===== src/rtl/addertree_acc_ctrl_pkg.sv =====
// Shared types and constants for the accumulation controller.
// Optional feature macro: ACC_SAT_CNT_EN (clip event counter).
package npu_acc_pkg;
  localparam int PRE_W = 13;
  localparam int SUM_W = 20;
  localparam int LANES = 9;
  localparam logic signed [PRE_W-1:0] CLIP_MAX = 13'sd4095;
  localparam logic signed [PRE_W-1:0] CLIP_MIN = -13'sd4096;

  typedef enum logic [1:0] {
    IDLE,
    ISSUE,
    WAIT,
    OUT
  } state_t;
endpackage


===== src/rtl/addertree_acc_ctrl_if.sv =====
// Operand, datapath and result bundle of the accumulation controller.
// master = controller side, slave = source/datapath/sink side.
interface addertree_acc_ctrl_if;
  import npu_acc_pkg::*;

  logic                      in_valid;
  logic                      in_ready;
  logic [LANES*8-1:0]        in_mcand;
  logic [LANES*8-1:0]        in_mplier;
  logic signed [15:0]        in_bias;

  logic                      dp_valid;
  logic [LANES*8-1:0]        dp_mcand;
  logic [LANES*8-1:0]        dp_mplier;
  logic signed [15:0]        dp_bias;
  logic signed [PRE_W-1:0]   dp_pre;
  logic signed [SUM_W-1:0]   dp_sum;

  logic                      out_valid;
  logic                      out_ready;
  logic signed [PRE_W-1:0]   out_data;

  modport master (
    input  in_valid, in_mcand, in_mplier, in_bias,
    input  dp_sum, out_ready,
    output in_ready, dp_valid, dp_mcand, dp_mplier,
    output dp_bias, dp_pre, out_valid, out_data
  );

  modport slave (
    output in_valid, in_mcand, in_mplier, in_bias,
    output dp_sum, out_ready,
    input  in_ready, dp_valid, dp_mcand, dp_mplier,
    input  dp_bias, dp_pre, out_valid, out_data
  );
endinterface


===== src/rtl/addertree_acc_ctrl_clip.sv =====
// Saturating 20->13 bit clipper for the datapath sum.
// Rails are detected from the top two sum bits; otherwise sum[18:6].
module acc_clip
  import npu_acc_pkg::*;
(
  input  logic signed [SUM_W-1:0] sum,
  output logic signed [PRE_W-1:0] clip,
  output logic                    sat
);

  logic unused_lsb;
  assign unused_lsb = ^sum[5:0];

  // Pick positive rail, negative rail or scaled pass-through.
  always_comb begin
    clip = sum[18:6];
    sat  = 1'b0;
    unique case (1'b1)
      (sum[19:18] == 2'b01): begin
        clip = CLIP_MAX;
        sat  = 1'b1;
      end
      (sum[19:18] == 2'b10): begin
        clip = CLIP_MIN;
        sat  = 1'b1;
      end
      default: begin
        clip = sum[18:6];
        sat  = 1'b0;
      end
    endcase
  end

endmodule


===== src/rtl/addertree_acc_ctrl.sv =====
// Pass sequencer and feedback accumulator around the adder-tree datapath.
// Optional macro ACC_SAT_CNT_EN adds the sat_cnt clip event counter.
module addertree_acc_ctrl
  import npu_acc_pkg::*;
#(
  parameter int NUM_PASS = 4,
  parameter int PIPE_LAT = 0
) (
  input  logic                   clk,
  input  logic                   reset,
  addertree_acc_ctrl_if.master   bus,
  output logic [3:0]             pass_idx,
  output logic                   busy
`ifdef ACC_SAT_CNT_EN
  ,
  output logic [15:0]            sat_cnt
`endif
);

  localparam int CW = (PIPE_LAT > 1) ? $clog2(PIPE_LAT) : 1;

  state_t                  state;
  logic [CW-1:0]           cnt;
  logic signed [PRE_W-1:0] clip;
  logic                    clip_sat;
  logic                    cap;
  logic                    last;

  acc_clip u_clip (
    .sum  (bus.dp_sum),
    .clip (clip),
    .sat  (clip_sat)
  );

  assign busy = (state != IDLE);
  assign last = (pass_idx == 4'(NUM_PASS - 1));

  // The sum is taken at the end of ISSUE or when the wait expires.
  always_comb begin
    cap = 1'b0;
    if (state == ISSUE && PIPE_LAT == 0)
      cap = 1'b1;
    if (state == WAIT && cnt == CW'(PIPE_LAT - 1))
      cap = 1'b1;
  end

  // Controller FSM with registered handshake and datapath outputs.
  always_ff @(posedge clk) begin
    if (reset) begin
      state         <= IDLE;
      cnt           <= '0;
      pass_idx      <= '0;
      bus.in_ready  <= 1'b1;
      bus.dp_valid  <= 1'b0;
      bus.dp_mcand  <= '0;
      bus.dp_mplier <= '0;
      bus.dp_bias   <= '0;
      bus.dp_pre    <= '0;
      bus.out_valid <= 1'b0;
      bus.out_data  <= '0;
    end else begin
      bus.dp_valid <= 1'b0;
      unique case (state)
        IDLE: begin
          if (bus.in_valid) begin
            bus.dp_mcand  <= bus.in_mcand;
            bus.dp_mplier <= bus.in_mplier;
            bus.dp_bias   <= (pass_idx == '0) ?
                             bus.in_bias : '0;
            bus.dp_valid  <= 1'b1;
            bus.in_ready  <= 1'b0;
            state         <= ISSUE;
          end
        end
        ISSUE: begin
          if (PIPE_LAT != 0) begin
            cnt   <= '0;
            state <= WAIT;
          end
        end
        WAIT: begin
          cnt <= cnt + 1'b1;
        end
        OUT: begin
          if (bus.out_ready) begin
            bus.out_valid <= 1'b0;
            bus.in_ready  <= 1'b1;
            state         <= IDLE;
          end
        end
        default: state <= IDLE;
      endcase
      if (cap) begin
        if (last) begin
          bus.out_data  <= clip;
          bus.out_valid <= 1'b1;
          bus.dp_pre    <= '0;
          pass_idx      <= '0;
          state         <= OUT;
        end else begin
          bus.dp_pre    <= clip;
          bus.in_ready  <= 1'b1;
          pass_idx      <= pass_idx + 1'b1;
          state         <= IDLE;
        end
      end
    end
  end

`ifdef ACC_SAT_CNT_EN
  // Count clipping captures, sticking at all-ones.
  always_ff @(posedge clk) begin
    if (reset)
      sat_cnt <= '0;
    else if (cap && clip_sat && sat_cnt != 16'hFFFF)
      sat_cnt <= sat_cnt + 1'b1;
  end
`else
  logic unused_sat;
  assign unused_sat = clip_sat;
`endif

endmodule

===== src/flat_wrapper.sv =====
// flat-port wrapper written by rule: the top's interface ports become plain ports
module addertree_acc_ctrl_flat import npu_acc_pkg::*;
#(
  parameter int NUM_PASS = 4,
  parameter int PIPE_LAT = 0
)
  (clk, reset, pass_idx, busy, bus_in_valid, bus_in_mcand, bus_in_mplier, bus_in_bias, bus_dp_sum, bus_out_ready, bus_in_ready, bus_dp_valid, bus_dp_mcand, bus_dp_mplier, bus_dp_bias, bus_dp_pre, bus_out_valid, bus_out_data);
  addertree_acc_ctrl_if bus_i ();
  input  logic clk;
  input  logic reset;
  output logic [3:0] pass_idx;
  output logic busy;
  input wire logic [$bits(bus_i.in_valid)-1:0] bus_in_valid;
  input wire logic [$bits(bus_i.in_mcand)-1:0] bus_in_mcand;
  input wire logic [$bits(bus_i.in_mplier)-1:0] bus_in_mplier;
  input wire logic [$bits(bus_i.in_bias)-1:0] bus_in_bias;
  input wire logic [$bits(bus_i.dp_sum)-1:0] bus_dp_sum;
  input wire logic [$bits(bus_i.out_ready)-1:0] bus_out_ready;
  output wire logic [$bits(bus_i.in_ready)-1:0] bus_in_ready;
  output wire logic [$bits(bus_i.dp_valid)-1:0] bus_dp_valid;
  output wire logic [$bits(bus_i.dp_mcand)-1:0] bus_dp_mcand;
  output wire logic [$bits(bus_i.dp_mplier)-1:0] bus_dp_mplier;
  output wire logic [$bits(bus_i.dp_bias)-1:0] bus_dp_bias;
  output wire logic [$bits(bus_i.dp_pre)-1:0] bus_dp_pre;
  output wire logic [$bits(bus_i.out_valid)-1:0] bus_out_valid;
  output wire logic [$bits(bus_i.out_data)-1:0] bus_out_data;
  assign bus_i.in_valid = bus_in_valid;
  assign bus_i.in_mcand = bus_in_mcand;
  assign bus_i.in_mplier = bus_in_mplier;
  assign bus_i.in_bias = bus_in_bias;
  assign bus_i.dp_sum = bus_dp_sum;
  assign bus_i.out_ready = bus_out_ready;
  assign bus_in_ready = bus_i.in_ready;
  assign bus_dp_valid = bus_i.dp_valid;
  assign bus_dp_mcand = bus_i.dp_mcand;
  assign bus_dp_mplier = bus_i.dp_mplier;
  assign bus_dp_bias = bus_i.dp_bias;
  assign bus_dp_pre = bus_i.dp_pre;
  assign bus_out_valid = bus_i.out_valid;
  assign bus_out_data = bus_i.out_data;
  addertree_acc_ctrl #(.NUM_PASS(NUM_PASS), .PIPE_LAT(PIPE_LAT)) u_core (.clk(clk), .reset(reset), .bus(bus_i), .pass_idx(pass_idx), .busy(busy));
endmodule

===== config.mk =====
export PLATFORM = sky130hd
export DESIGN_NAME = addertree_acc_ctrl_flat
export DESIGN_NICKNAME = d
export VERILOG_FILES = /design/src/rtl/addertree_acc_ctrl_pkg.sv /design/src/rtl/addertree_acc_ctrl_if.sv /design/src/rtl/addertree_acc_ctrl_clip.sv /design/src/rtl/addertree_acc_ctrl.sv /design/src/flat_wrapper.sv
export SDC_FILE = /design/constraint.sdc
export NUM_CORES = 1
export LEC_CHECK = 0
export CAP_MARGIN = 25
export CORE_MARGIN = 4
export CORE_UTILIZATION = 37
export CTS_BUF_LIST = sky130_fd_sc_hd__clkbuf_4 sky130_fd_sc_hd__clkbuf_8
export DETAILED_ROUTE_END_ITERATION = 6
export HOLD_SLACK_MARGIN = 0.02
export PLACE_DENSITY = 0.83
export SLEW_MARGIN = 15
export SYNTH_ARGS = -nofsm -noshare
export SYNTH_HDL_FRONTEND = slang
export SYNTH_SLANG_ARGS = --single-unit
export TNS_END_PERCENT = 50

===== constraint.sdc =====
create_clock -name clk -period 1.6 [get_ports clk]
set_input_delay 0.24 -clock clk [delete_from_list [all_inputs] [get_ports clk]]
set_output_delay 0.24 -clock clk [all_outputs]
set_load 0.02 [all_outputs]

==> impl_results.md <==
* Grt total ovfl at 0
* Vias in the first global route at 7076
* DR vias at 7297
* Worst-Skew Late Latency at 0.44 ns
* Routed Antenna Nets at 0
* Leakage power total at 5.10 nW
* Status: finished, final reports clean
* Hold Vio Cnt, Final at 0
* Maxcap violations at 0
* Routed wire length at 24700 µm
* Setup CP Type: reg2reg
* Vias/cell at 4.84
* Min Tclk post-route at 1.56 ns
* Top post-synthesis cells by area: dfxtp_1 55%, nand2_1 16%, a21oi_1 12%
* Fin nets at 1428
* # IOs at 378
* Worst EP arrival at 1.89 ns
* Total nets after synthesis at 1072
* Layout area overhead at 60.8%
* Core area at 18900 µm²
* Cells on worst reg2reg path at 5
* Flops & latches, synth at 196
* DRC violations left at 0
* Synth Area per Inst at 8.17 µm²
* Inserted Diodes at 0
* Htree depth at 4
* PD cells at 1020 nW/µm²
* Largest net degree at the start of global routing at 69
* Synth warnings at 0
* GPL Wtd Cong at 0.828
* Clk root buf: clkbuf_8
* Wire per inst at 16.4 µm
* # clock sinks at 196
* Dpl hpwl at 18200 µm
* Fin. max-slew vios at 0
* Crit path capture type: flop
* Die area at 21700 µm²
* Max Fclk at 641 MHz
* First drt pass iteration count at 5
* Slew HR at 73.6%
* Num CTS Buffers at 17
* Slew @ Worst Pin at 0.395 ns
* Startpoint types: flop
* Row count at 50
* Commonest non-fill, non-tap cell in the layout: nand2_1
* Peak VDD IR at 0.729 mV
* Setup Skew at 0.0105 ns
* Synth area leader: dfxtp_1
* Final Power at 11.7 mW
* Worst hold path class: in2reg
* RSZ-0062 raised after global routing: yes
* Share of post-route cells with drive strength above 1 at 8.57%
* All-Layer GR Usage at 21.3%
* TritonCTS clock tree: built
* Max Root-Sink Buffers at 2
* Critical Path Fanout Max at 28
* First-pass GRT wire length at 37300 µm
* Die width at 147 µm
* Final Setup Violations at 0
* Mapped Area at 7190 µm²
* Distinct cells, synth at 31
* Die span in y at 147 µm
* TNS Setup at 0 ns
* Synth top area share at 54.6%
* Sequential fraction of the synthesis area at 54.6%
* Number of port buffers at 371
* Crit share post-route at 97.4%
* Clock slew seen by the registers of the worst setup and hold paths at 0.10 ns
* Commonest non-fill, non-tap cells in the layout: 307 x nand2_1, 193 x dfxtp_1, 192 x dlygate4sd2_1
* Initial antenna violation count at 0
* Starting Density at 38.0%
* Req. time, crit path at 1.94 ns
* Mapped Cells at 879
* Final core occ at 61.1%
* Drt first-iter violations at 428
* Worst hold path depth at 2
## cells in the mapped netlist
cell and instances:
nor2_1 18, a21oi_1 175, clkbuf_1 33, nand2_1 308, a21oi_2 2, nor3b_2 1, mux2_2 13, o21ai_0 4
ha_1 9, o311ai_0 1, and2_1 1, nor3_2 5, nor3_1 21, or3b_1 1, nand3_1 16, buf_4 3
o31a_1 1, o31ai_1 1, nand4b_1 1, or3_1 1, xnor2_1 1, a32oi_1 16, buf_1 3, inv_1 8
a221oi_1 2, a21o_1 1, dfxtp_1 196, buf_6 1, nor4bb_1 1, nor2b_1 4, buf_2 31
## final cells by class
class | instances | area [µm²]
multi-input cells | 604 | 2960
inverters | 8 | 30.0
fillers | 1720 | 7340
well taps | 260 | 325
clock inverters | 13 | 116
clock buffers | 19 | 255
flip-flops and latches | 196 | 3930
repair buffers | 408 | 3930
## report_power, final
group	switching (mW)	total [mW]	internal, mW	leakage, nW
sequential	0.197	5.48	5.29	1.61
clock	1.86	3.05	1.19	0.187
combinational	1.79	3.21	1.41	3.31
## sequential cells by signal (all words and copies together) (netlist names)
| signal | count |
|---|---|
| u_core.bus.dp_mcand | 72 |
| u_core.bus.dp_mplier | 72 |
| u_core.bus.dp_bias | 16 |
| u_core.bus.dp_pre | 13 |
| u_core.bus.out_data | 13 |
| u_core.pass_idx | 4 |
| u_core.state | 2 |
| u_core.bus.dp_valid | 1 |
| u_core.bus.in_ready | 1 |
| u_core.bus.out_valid | 1 |
| u_core.cnt | 1 |
## layer usage
| layer | track usage (%) | routed length, µm |
|---|---|---|
| met5 | 0 | 0 |
| met4 | 6.90 | 531 |
| met3 | 5.95 | 1820 |
| met2 | 37.8 | 12500 |
| met1 | 24.9 | 9790 |
## cell families (layout without fill, tap and decap cells)
logic type / after synthesis / after routing / share of synthesized area (%)
AO/OA/AOI/OAI: 203 / 203 / 15.4
XOR/XNOR: 1 / 1 / 0.122
adder cells (fa/ha/maj): 9 / 9 / 1.57
buffers and inverters: 79 / 448 / 4.93
flip-flops: 196 / 196 / 54.6
multiplexers: 13 / 13 / 2.04
AND/OR/NAND/NOR: 378 / 378 / 21.4
## worst paths after layout
kind,startpoint,end,slack [ns]
setup reg to reg,u_core.pass_idx[1],u_core.bus.out_data[5],0.04
setup / recovery,u_core.pass_idx[1],u_core.bus.out_data[5],0.04
hold reg to reg,u_core.bus.dp_mplier[50],u_core.bus.dp_mplier[50],0.46
hold / removal,reset,u_core.pass_idx[1],0.07
## worst max-delay path: stages (launching register included)
cell and delay [ns]:
dfxtp_2 0.38, ha_2 0.20, or3b_1 0.39, buf_12 0.19
nor3_1 0.20, nor3_1 0.07
## stage by stage
step	setup slack [ns]	instance area, µm²	hold WS [ns]	std cells
3_3_place_gp	-0.290	11300	0.440	1471
3_5_place_dp	-0.351	11300	0.446	1471
5_1_grt	-0.0224	11600	0.0428	1508
6_report	0.0411	11600	0.0718	1508
2_1_floorplan	0.0511	7190	0.376	879
4_1_cts	-0.0712	11500	0.0361	1506
## timing repair
action / CTS / global route
pin swaps: 2 / 2
resized for setup: 200 / 13
setup endpoints to repair: 200 / 55
hold buffers: 0 / 0
cloned: 0 / 1
setup buffers: 3 / 1
(Power assumes the default switching activity.)
